==> config.mk <==
export PLATFORM = sky130hd
export DESIGN_NAME = adr_nibble_rx
export DESIGN_NICKNAME = d
export VERILOG_FILES = /design/src/rtl/adr_nib_pkg.sv /design/src/rtl/adr_nib_unswizzle.sv /design/src/rtl/adr_nibble_rx.sv
export SDC_FILE = /design/constraint.sdc
export NUM_CORES = 1
export LEC_CHECK = 0
export ABC_AREA = 0
export CAP_MARGIN = 20
export CORE_MARGIN = 4
export CORE_UTILIZATION = 40
export CTS_BUF_LIST = sky130_fd_sc_hd__clkbuf_16
export DETAILED_ROUTE_END_ITERATION = 8
export GPL_ROUTABILITY_DRIVEN = 0
export PLACE_DENSITY = 0.7
export SETUP_SLACK_MARGIN = 0.1
export SLEW_MARGIN = 20
export SYNTH_ARGS = -nofsm -noshare
export SYNTH_HDL_FRONTEND = slang
export SYNTH_SLANG_ARGS = --single-unit
==> constraint.sdc <==
create_clock -name clk -period 2 [get_ports clk]
set_input_delay 0.4 -clock clk [delete_from_list [all_inputs] [get_ports clk]]
set_output_delay 0.4 -clock clk [all_outputs]
set_load 0.02 [all_outputs]
==> src/rtl/adr_nib_pkg.sv <==
// Shared types, lane map and unswizzle helper for the address-lane nibble receiver.
// Defining ADR_RX_PARITY_EN adds the CHECK state used by the parity option.
package adr_nib_pkg;

  localparam int NIB_W      = 4;
  localparam int LANE_IDX_W = $clog2(NIB_W);

  typedef logic [NIB_W-1:0][LANE_IDX_W-1:0] lane_map_t;

  // Indexed by logical bit, gives the physical pin that carries it.
  localparam lane_map_t LANE_MAP = {2'd0, 2'd2, 2'd1, 2'd3};

`ifdef ADR_RX_PARITY_EN
  typedef enum logic [1:0] {IDLE, COLLECT, CHECK, HOLD} state_t;
`else
  typedef enum logic [1:0] {IDLE, COLLECT, HOLD} state_t;
`endif

  function automatic logic [NIB_W-1:0] unswizzle(input logic [NIB_W-1:0] nib,
                                                 input lane_map_t        map);
    logic [NIB_W-1:0] d;
    for (int i = 0; i < NIB_W; i++) begin
      d[i] = nib[map[i]];
    end
    return d;
  endfunction

endpackage

==> src/rtl/adr_nib_unswizzle.sv <==
// Combinational lane permutation; the driver side instantiates it with the inverse map.
module adr_nib_unswizzle
  import adr_nib_pkg::*;
#(
  parameter lane_map_t MAP = LANE_MAP
) (
  input  logic [NIB_W-1:0] i_nib,
  output logic [NIB_W-1:0] o_d
);

  assign o_d = unswizzle(i_nib, MAP);

endmodule

==> src/rtl/adr_nibble_rx.sv <==
// Reassembles permuted address nibbles into WORD_W-bit words on a valid/ready output.
// Defining ADR_RX_PARITY_EN adds par_i and an even-parity check before delivery.
module adr_nibble_rx
  import adr_nib_pkg::*;
#(
  parameter int WORD_W    = 16,
  parameter int MSB_FIRST = 1
) (
  input  logic              clk,
  input  logic              rst,
  input  logic [NIB_W-1:0]  nib_i,
  input  logic              nib_vld_i,
  input  logic              nib_sof_i,
`ifdef ADR_RX_PARITY_EN
  input  logic              par_i,
`endif
  output logic              nib_rdy_o,
  output logic [WORD_W-1:0] word_o,
  output logic              word_vld_o,
  input  logic              word_rdy_i,
  output logic              err_o,
  output logic [7:0]        frame_cnt_o
);

  localparam int              NIB_CNT  = WORD_W / NIB_W;
  localparam int              IDX_W    = $clog2(NIB_CNT);
  localparam logic [IDX_W-1:0] LAST_IDX = IDX_W'(NIB_CNT - 1);
  localparam logic [WORD_W-1:0] NIB_MASK = WORD_W'({NIB_W{1'b1}});

  state_t              r_state;
  state_t              w_state_next;
  logic [IDX_W-1:0]    r_idx;
  logic [WORD_W-1:0]   r_word;
  logic                r_err;
  logic [7:0]          r_frame_cnt;
  logic [NIB_W-1:0]    w_d;
  logic                w_accept;
  logic                w_store;
  logic                w_complete;
  logic                w_err_next;
  logic [IDX_W-1:0]    w_pos;
  logic [WORD_W-1:0]   w_base;
  logic [WORD_W-1:0]   w_word_new;
`ifdef ADR_RX_PARITY_EN
  logic                r_par_bad;
`endif

  function automatic logic [WORD_W-1:0] place(input logic [WORD_W-1:0] word,
                                              input logic [NIB_W-1:0]  d,
                                              input logic [IDX_W-1:0]  pos);
    int lo;
    if (MSB_FIRST != 0) lo = WORD_W - NIB_W * (int'(pos) + 1);
    else                lo = NIB_W * int'(pos);
    return (word & ~(NIB_MASK << lo)) | (WORD_W'(d) << lo);
  endfunction

  adr_nib_unswizzle u_unswizzle (
    .i_nib (nib_i),
    .o_d   (w_d)
  );

  assign nib_rdy_o   = !rst && (r_state == IDLE || r_state == COLLECT);
  assign word_vld_o  = (r_state == HOLD);
  assign word_o      = r_word;
  assign err_o       = r_err;
  assign frame_cnt_o = r_frame_cnt;

  assign w_accept   = nib_vld_i && nib_rdy_o;
  // A start-of-frame nibble always restarts at position 0 on a cleared word.
  assign w_pos      = (nib_sof_i || r_state == IDLE) ? '0 : r_idx;
  assign w_base     = (nib_sof_i || r_state == IDLE) ? '0 : r_word;
  assign w_word_new = place(w_base, w_d, w_pos);
  assign w_store    = w_accept && (nib_sof_i || r_state == COLLECT);
  assign w_complete = w_store && (w_pos == LAST_IDX);

  // NOTE: reset is synchronous, so it lives inside the clocked branch, not the sensitivity list.
  always_ff @(posedge clk) begin
    if (rst) r_state <= IDLE;
    else     r_state <= w_state_next;
  end

  // NOTE: every combinational output gets a default first so no path can infer a latch.
  always_comb begin
    w_state_next = r_state;
    w_err_next   = 1'b0;
    case (r_state)
      IDLE: begin
        if (w_accept) begin
          if (nib_sof_i) w_state_next = COLLECT;
          else           w_err_next   = 1'b1;
        end
      end
      COLLECT: begin
        if (w_accept && nib_sof_i) w_err_next = 1'b1;
`ifdef ADR_RX_PARITY_EN
        if (w_complete) w_state_next = CHECK;
`else
        if (w_complete) w_state_next = HOLD;
`endif
      end
`ifdef ADR_RX_PARITY_EN
      CHECK: begin
        if (r_par_bad) begin
          w_err_next   = 1'b1;
          w_state_next = IDLE;
        end else begin
          w_state_next = HOLD;
        end
      end
`endif
      HOLD: begin
        if (word_rdy_i) w_state_next = IDLE;
      end
      default: w_state_next = IDLE;
    endcase
  end

  always_ff @(posedge clk) begin
    if (rst) begin
      r_word      <= '0;
      r_idx       <= '0;
      r_err       <= 1'b0;
      r_frame_cnt <= '0;
    end else begin
      r_err <= w_err_next;
      if (w_store) begin
        r_word <= w_word_new;
        r_idx  <= w_complete ? '0 : w_pos + 1'b1;
      end
      if (word_vld_o && word_rdy_i) r_frame_cnt <= r_frame_cnt + 8'd1;
    end
  end

`ifdef ADR_RX_PARITY_EN
  always_ff @(posedge clk) begin
    if (rst)             r_par_bad <= 1'b0;
    else if (w_complete) r_par_bad <= ((^w_word_new) != par_i);
  end
`endif

endmodule

==> results.md, run 1 <==
- The net total in the final layout is 209.
- The startpoint identified for the worst register-to-register timing path is r_state[1].
- Pin placement for this block handled 36 I/O pins.
- The DRC violation count after routing is 0.
- The aggregate global routing overflow is 0.
- For this run, the leading register cell type out of synthesis is sky130_fd_sc_hd__dfxtp_1.
- The number of clock buffers added by TritonCTS is 5.
- Entering global routing, the biggest net connects 15 pins.
- The synthesized net count is 154.
- In the final routed layout, each cell accounts on average for 15.4 µm.
- The most used standard cell by instance count after synthesis is sky130_fd_sc_hd__dfxtp_1.
- The type of the worst min-delay path is flop to flop.
- The max-slew violation total from the final report is 0.
- The final wirelength is 3.69 mm.
- The total clock sinks is 29.
- The share of cells above drive strength 1 is 0.221.
- The share of the core filled with cells in the final layout is 0.685.
- The count of endpoints failing hold in the final timing report is 0.
- In this run the cell area of the synthesized design comes to 0.00137 mm².
- The number of enable-type register cells in the synthesized netlist is 0.
- For this configuration, the core starts out at a cell density of 0.434.
- Setup repair after global routing left no endpoint under its margin.
- The violation count after the first detailed-routing iteration is 66.
- The floorplan step set the die height to 66.5 µm.
- The via total after detailed routing is 1,286.
- STA classifies the critical path endpoint as a flop.
- The number of input and output port buffers inserted is 35.
- Derived from the worst setup path, the maximum achievable clock frequency is 556 MHz.
- Sorting the synthesized cells by area gives the leading types as sky130_fd_sc_hd__dfxtp_1, sky130_fd_sc_hd__ha_1, sky130_fd_sc_hd__a21oi_1, sky130_fd_sc_hd__a32o_1, sky130_fd_sc_hd__a22o_1.
- In the global route stage, overall resource usage came out at 0.189.
- The die covers 0.00442 mm².
- The power density over cell area is 783 mW/mm².
- After clock tree synthesis, the clock-pin slew on the worst setup and hold paths is 50 ps.
- At the pin with the least slew margin, the transition time is 441 ps.
- The via count of the first global-routing pass is 1,320.
- Max-cap violations in this run came to 0.
- Buffers inserted to repair hold after CTS numbered 0.
- The worst slew margin relative to its limit is 0.706.
- Data on the critical path is required at its endpoint by 2220 ps.
- Counting tap cells, the placed design contains a total of 227 instances.
- Of the available clock period, the critical path in the final layout requires 0.899.
- The post-detailed-route via-to-cell ratio is 5.38.
- During synthesis, Yosys emitted a total of 0 warnings.
- The total placed instance area is 0.00191 mm².
- Prior to clock tree synthesis, the placed netlist has a worst setup slack of -463 ps.
- The finished cells cover 0.00216 mm².
- The clock period could shrink to 1800 ps.
- The worst setup path is of the flop to flop kind.
- Counting instances in the post-synthesis netlist gives the leading cell types as sky130_fd_sc_hd__dfxtp_1, sky130_fd_sc_hd__a21oi_1, sky130_fd_sc_hd__nor2b_1.
- The start point of the worst hold path is word_o[10].
- The sequential fraction of the synthesis area is 0.424.
- The row count is 20.
- The diode insertion count for antenna repair is 0.
- Of the post-synthesis cell area, the dominant cell type holds 0.424.
- The count of cells in the finished layout, fillers not included, comes to 239.
- The arrival time at the worst endpoint is 2020 ps.
- The fraction of registers with async set/reset is 0.
- The detailed-routing iteration count for the pre-antenna-repair pass is 4.
- Summed over all cells, the static leakage comes to 0.000907 µW.
- The kind of start point of the critical path is a flop.
- The worst path setup slack after routing is 203 ps.
- The number of antenna-violating nets in the routed design is 0.
- The maximum vdd ir drop is 0.792 mV.
- Synthesis handed over a netlist of 139 instances.
- The synthesized area per cell is 9.85 µm².
- Setup violations remaining at the end of the flow were counted as 0.
- In this run the worst path has a maximum fanout of 8.
- The launch point of the worst path is r_state[1].
- The die extent in x is 66.5 µm.
- The synthesized design spends more area on one cell type than any other, namely sky130_fd_sc_hd__dfxtp_1.
- The sum of net half-perimeters after detailed placement is 2.60 mm.
- The area growth from synthesis to layout is 57.9%.
- The run finished with clean final reports.
- The H-tree depth is 2.
- In this run, synthesis produced a sequential element count of 29.
- The largest buffer count on any clock path is 2.
- The first global-routing pass estimated 6.25 mm of wire.
- The number of antenna violations at the first check in global routing is 0.
- TritonCTS built the clock tree.
- Across the routed clock network, the largest skew measured is 2.78 ps.
- In this run the standard cell core region covers 0.00315 mm².
- The root buffer cell is sky130_fd_sc_hd__clkbuf_16.
- For the worst-skew pair, the clock arrives at the later sink with an insertion delay of 280 ps.
- Yosys mapped the design onto 37 distinct sky130hd cell types.
worst paths after layout:
kind         cells after the start         end  slack, ps
max                              7  word_o[14]        200
min                              1  word_o[10]        460
max reg2reg                      7  word_o[14]        200
min reg2reg                      1  word_o[10]        460
power by group:
part	switching, µW	total [µW]	internal (µW)
registers	3.58	589	585
logic	68.8	129	59.7
clock network	265	975	710
worst max-delay path: stages, from the launching register on:
cell and delay, ps:
sky130_fd_sc_hd__dfxtp_2 360, sky130_fd_sc_hd__o21ba_4 210, sky130_fd_sc_hd__and2_4 180, sky130_fd_sc_hd__ha_4 180, sky130_fd_sc_hd__xor2_4 190, sky130_fd_sc_hd__buf_4 140, sky130_fd_sc_hd__a2111oi_4 280, sky130_fd_sc_hd__a22o_1 210
layer usage:
metal / vias to the layer above / routed length, µm / track usage
met1: 618 / 1660 / 0.232
met2: 26 / 1800 / 0.311
met5: - / 0 / 0
met4: 0 / 90 / 0.0863
met3: 9 / 142 / 0.0422
li1: 633 / - / -
final cells by class:
cell class,instances,area [µm²]
Timing Repair Buffer,55,500
Inverter,5,18.8
Clock buffer,5,125
Multi-Input combinational cell,98,815
Sequential cell,29,582
Tap cell,44,55.1
Fill cell,271,992
Clock inverter,3,65.1
state kept, by name, summed over array words and instances, names as in the netlist:
register / flops
r_state: 2
err_o: 1
frame_cnt_o: 8
word_o: 16
r_idx: 2
placed cells by master, fill, tap and decap left out, types with 2 or more instances in the layout:
master / synthesis / layout
sky130_fd_sc_hd__o31ai_1: 3 / 3
sky130_fd_sc_hd__nand4_1: 2 / 2
sky130_fd_sc_hd__nand2_1: 4 / 4
sky130_fd_sc_hd__a21o_1: 3 / 3
sky130_fd_sc_hd__o211a_1: 4 / 4
sky130_fd_sc_hd__dfxtp_1: 29 / 28
sky130_fd_sc_hd__a21oi_2: 0 / 2
sky130_fd_sc_hd__nand3_1: 2 / 2
sky130_fd_sc_hd__inv_1: 5 / 4
sky130_fd_sc_hd__nor2b_1: 7 / 7
sky130_fd_sc_hd__buf_4: 0 / 19
sky130_fd_sc_hd__a32o_1: 6 / 6
sky130_fd_sc_hd__ha_4: 0 / 2
sky130_fd_sc_hd__or2_2: 2 / 2
sky130_fd_sc_hd__clkdlybuf4s50_1: 0 / 32
sky130_fd_sc_hd__or4_1: 3 / 3
sky130_fd_sc_hd__dlygate4sd2_1: 0 / 3
sky130_fd_sc_hd__a21oi_1: 14 / 11
sky130_fd_sc_hd__bufinv_16: 0 / 2
sky130_fd_sc_hd__a22o_1: 6 / 6
sky130_fd_sc_hd__nor2_1: 5 / 5
sky130_fd_sc_hd__a41o_1: 4 / 4
sky130_fd_sc_hd__clkbuf_16: 0 / 5
sky130_fd_sc_hd__and2_1: 3 / 2
sky130_fd_sc_hd__or3_1: 4 / 4
sky130_fd_sc_hd__ha_1: 6 / 4
sky130_fd_sc_hd__o21ai_0: 5 / 5
kinds of logic (layout without fill, tap and decap cells):
logic type | after synthesis | after routing | share of synthesized area
buf+inv | 12 | 68 | 0.0411
compound gates | 48 | 48 | 0.277
flops | 29 | 29 | 0.424
simple gates | 41 | 41 | 0.183
mux | 1 | 1 | 0.00731
fa+ha+maj | 6 | 6 | 0.0548
xor+xnor | 2 | 2 | 0.0128
stage by stage:
stage / total power, µW / hold slack, ps / setup TNS [ps]
after floorplan: 665 / 513 / 0
after global placement: 717 / 453 / -5560
after detailed placement: 720 / 458 / -6380
after CTS: 1690 / 465 / 0
after global routing: 1740 / 500 / 0
final: 1690 / 462 / 0
timing repair:
item	in CTS	in global routing
pin swaps	5	5
setup buffers	3	1
setup endpoints to repair	18	8
gates resized for setup	9	1
Note: power is estimated with default switching activity, not from simulation.
==> run 2, diff against run 1 <==
CORE_MARGIN = 10   (was 4)
TNS_END_PERCENT = 100   (was not set)
==> results.md, run 2 (synthesized netlist as in run 1, its figures left out) <==
- The routed length per instance is 15.9 µm (+3.1%).
- Leaving out fill and tap cells, the most frequent cells in the layout are sky130_fd_sc_hd__clkdlybuf4s50_1, sky130_fd_sc_hd__dfxtp_1, sky130_fd_sc_hd__buf_4.
- The diode insertion count for antenna repair was 0 (unchanged).
- The worst slew margin relative to its limit is 0.747 (+0.0418).
- The die extent in x is 78.5 µm (+18%).
- The first-pass GRT wire length is 6.58 mm (+5.3%).
- The insertion delay to the later sink of the worst-skew pair is 270 ps (about the same).
- The floorplan core area is 0.00331 mm² (+5.0%).
- The largest fanout on the critical path is 5 (-3).
- The final worst clock skew is 2.59 ps (-0.192 ps).
- The share of cells above drive strength 1 came to 0.218 (-0.00224).
- The peak clock frequency supported by timing is 539 MHz (-3.2%).
- The row count is 21 (+5.0%).
- Setup repair after global routing could not meet its margin everywhere.
- The sum of net half-perimeters after detailed placement was 2.99 mm (+15%).
- The type of element capturing the critical path is a flop.
- The power density over cell area was 657 mW/mm² (-16%).
- The effective utilization at floorplan is 0.413 (-0.0207).
- The via count of the first global-routing pass came to 1,336 (+1.2%).
- The flip-flop count of the largest register, all copies and words added is 16 (unchanged).
- The number of antenna-violating nets in the routed design is 0 (unchanged).
- The number of input and output port buffers inserted is 35 (unchanged).
- The TritonCTS clock tree is built.
- The slew at the pin closest to its max-slew limit is 378 ps (-62.5 ps).
- The via total after detailed routing is 1,324 (+3.0%).
- The number of hold buffers added after cts is 0 (unchanged).
- The most common cell after layout, fill and taps aside is sky130_fd_sc_hd__clkdlybuf4s50_1.
- The multi-input gate area in the final layout was 806 µm² (-1.1%).
- The total placed instance area is 0.00193 mm² (+0.91%).
- The CTS buffer count is 5 (unchanged).
- The DRC violation count after routing is 0 (unchanged).
- The H-tree depth is 2 (unchanged).
- The count of endpoints failing hold in the final timing report is 0 (unchanged).
- The standby leakage power is 0.000895 µW (-1.3%).
- The largest buffer count on any clock path is 2 (unchanged).
- The max-cap check violation count is 0 (unchanged).
- The worst path setup slack after routing is 144 ps (-59.0 ps).
- The largest net degree at the start of global routing came to 15 (unchanged).
- The net total in the final layout is 211 (+0.96%).
- The worst hold path belongs to the class flop to flop.
- The category of the most critical setup path is flop to flop.
- The placed cell count was 231 (+1.8%).
- The number of antenna violations at the first check in global routing is 0 (unchanged).
- The total clock sinks is 29 (unchanged).
- The post-synthesis to final-layout area growth is 55.1%.
- The aggregate global routing overflow was 0 (unchanged).
- The clock edge transition at the registers on the reported setup and hold paths was 50 ps (about the same).
- The worst setup slack after placement is -499 ps (-36.0 ps).
- The post-detailed-route via-to-cell ratio was 5.45 (+1.3%).
- The maximum vdd ir drop came to 0.367 mV (-54%).
- The cell sitting at the root of the clock tree is a sky130_fd_sc_hd__clkbuf_16.
- The post-route cell area came to 0.00212 mm² (-1.7%).
- The chip height is 78.5 µm (+18%).
- The required time of the critical path is 2210 ps (about the same).
- The final instance count without filler cells is 243 (+1.7%).
- The run finished with clean final reports.
- The global routing usage summed across all routing layers is 0.131 (-0.0575).
- The final critical-path required period was 1860 ps (+59.0 ps).
- The final-layout fill cell count is 295 (+8.9%).
- The total die area is 0.00616 mm² (+39%).
- The sequential standard cell area came to 584 µm² (+0.43%).
- The count of endpoints failing setup in the final report is 0 (unchanged).
- The detailed-routing iteration count for the pre-antenna-repair pass is 4 (unchanged).
- The max-slew violation total from the final report was 0 (unchanged).
- The kind of start point of the critical path is a flop.
- The violation count after the first detailed-routing iteration is 50 (-24%).
- The number of top-level pins is 36 (unchanged).
- The arrival time at the worst endpoint is 2070 ps (+50 ps).
- The final wirelength was 3.87 mm (+4.8%).
- The post-route fraction of the period consumed by the critical path is 0.928 (+0.0295).
[run 2: report_power, final]
part,switching [µW],total (µW),internal [µW],leakage (µW)
Clock,232,679,446,0.0000687
Combinational,67.3,126,58.9,0.000591
Sequential,4.22,589,585,0.000235
[run 2: what timing repair did]
action,4_1_cts,5_1_grt
cloned,0,0
setup buffers,2,2
pin swaps,1,8
endpoints found under the setup margin,18,8
gates resized for setup,6,5
[run 2: area by class of cell]
type / count / share of cell area
multi-input combinational: 98 / 0.379
clock inverter: 3 / 0.00589
tap: 46 / 0.0271
clock buffer: 5 / 0.0589
timing repair buffer: 57 / 0.245
sequential: 29 / 0.275
inverter: 5 / 0.00884
[run 2: final timing paths]
check,start,cells after the start,slack [ps],endpoint
worst min-delay path,word_o[9],1,470,word_o[9]
worst max register to register,r_state[1],7,140,word_o[12]
worst min register to register,word_o[9],1,470,word_o[9]
worst max-delay path,r_state[1],7,140,word_o[12]
[run 2: critical path: stages (launching register included)]
cell	delay (ps)
sky130_fd_sc_hd__dfxtp_4	350
sky130_fd_sc_hd__o21ba_4	230
sky130_fd_sc_hd__and2_4	180
sky130_fd_sc_hd__ha_4	180
sky130_fd_sc_hd__xor2_4	180
sky130_fd_sc_hd__buf_6	120
sky130_fd_sc_hd__a2111oi_4	350
sky130_fd_sc_hd__a22o_1	210
[run 2: stage by stage]
| step | setup TNS [ps] | hold slack (ps) | util | power [µW] |
|---|---|---|---|---|
| after floorplan | 0 | 513 | - | 665 |
| after global placement | -5800 | 451 | 0.584 | 722 |
| after detailed placement | -7050 | 458 | 0.584 | 724 |
| after CTS | 0 | 477 | 0.633 | 1410 |
| after global routing | 0 | 493 | 0.641 | 1450 |
| final | 0 | 472 | 0.641 | 1390 |
[run 2: per-layer routing]
metal	GRT usage	vias up	share of wire
met3	0.0444	6	0.060
met5	0	-	0
met2	0.217	39	0.51
met4	0.0556	0	0.012
li1	-	643	-
met1	0.151	636	0.41
==> run 3, diff against run 2 <==
ABC_AREA = not set   (was 0)
==> results of run 3 <==
Same layout as run 2: the final DEF is identical, and so are final timing and power.
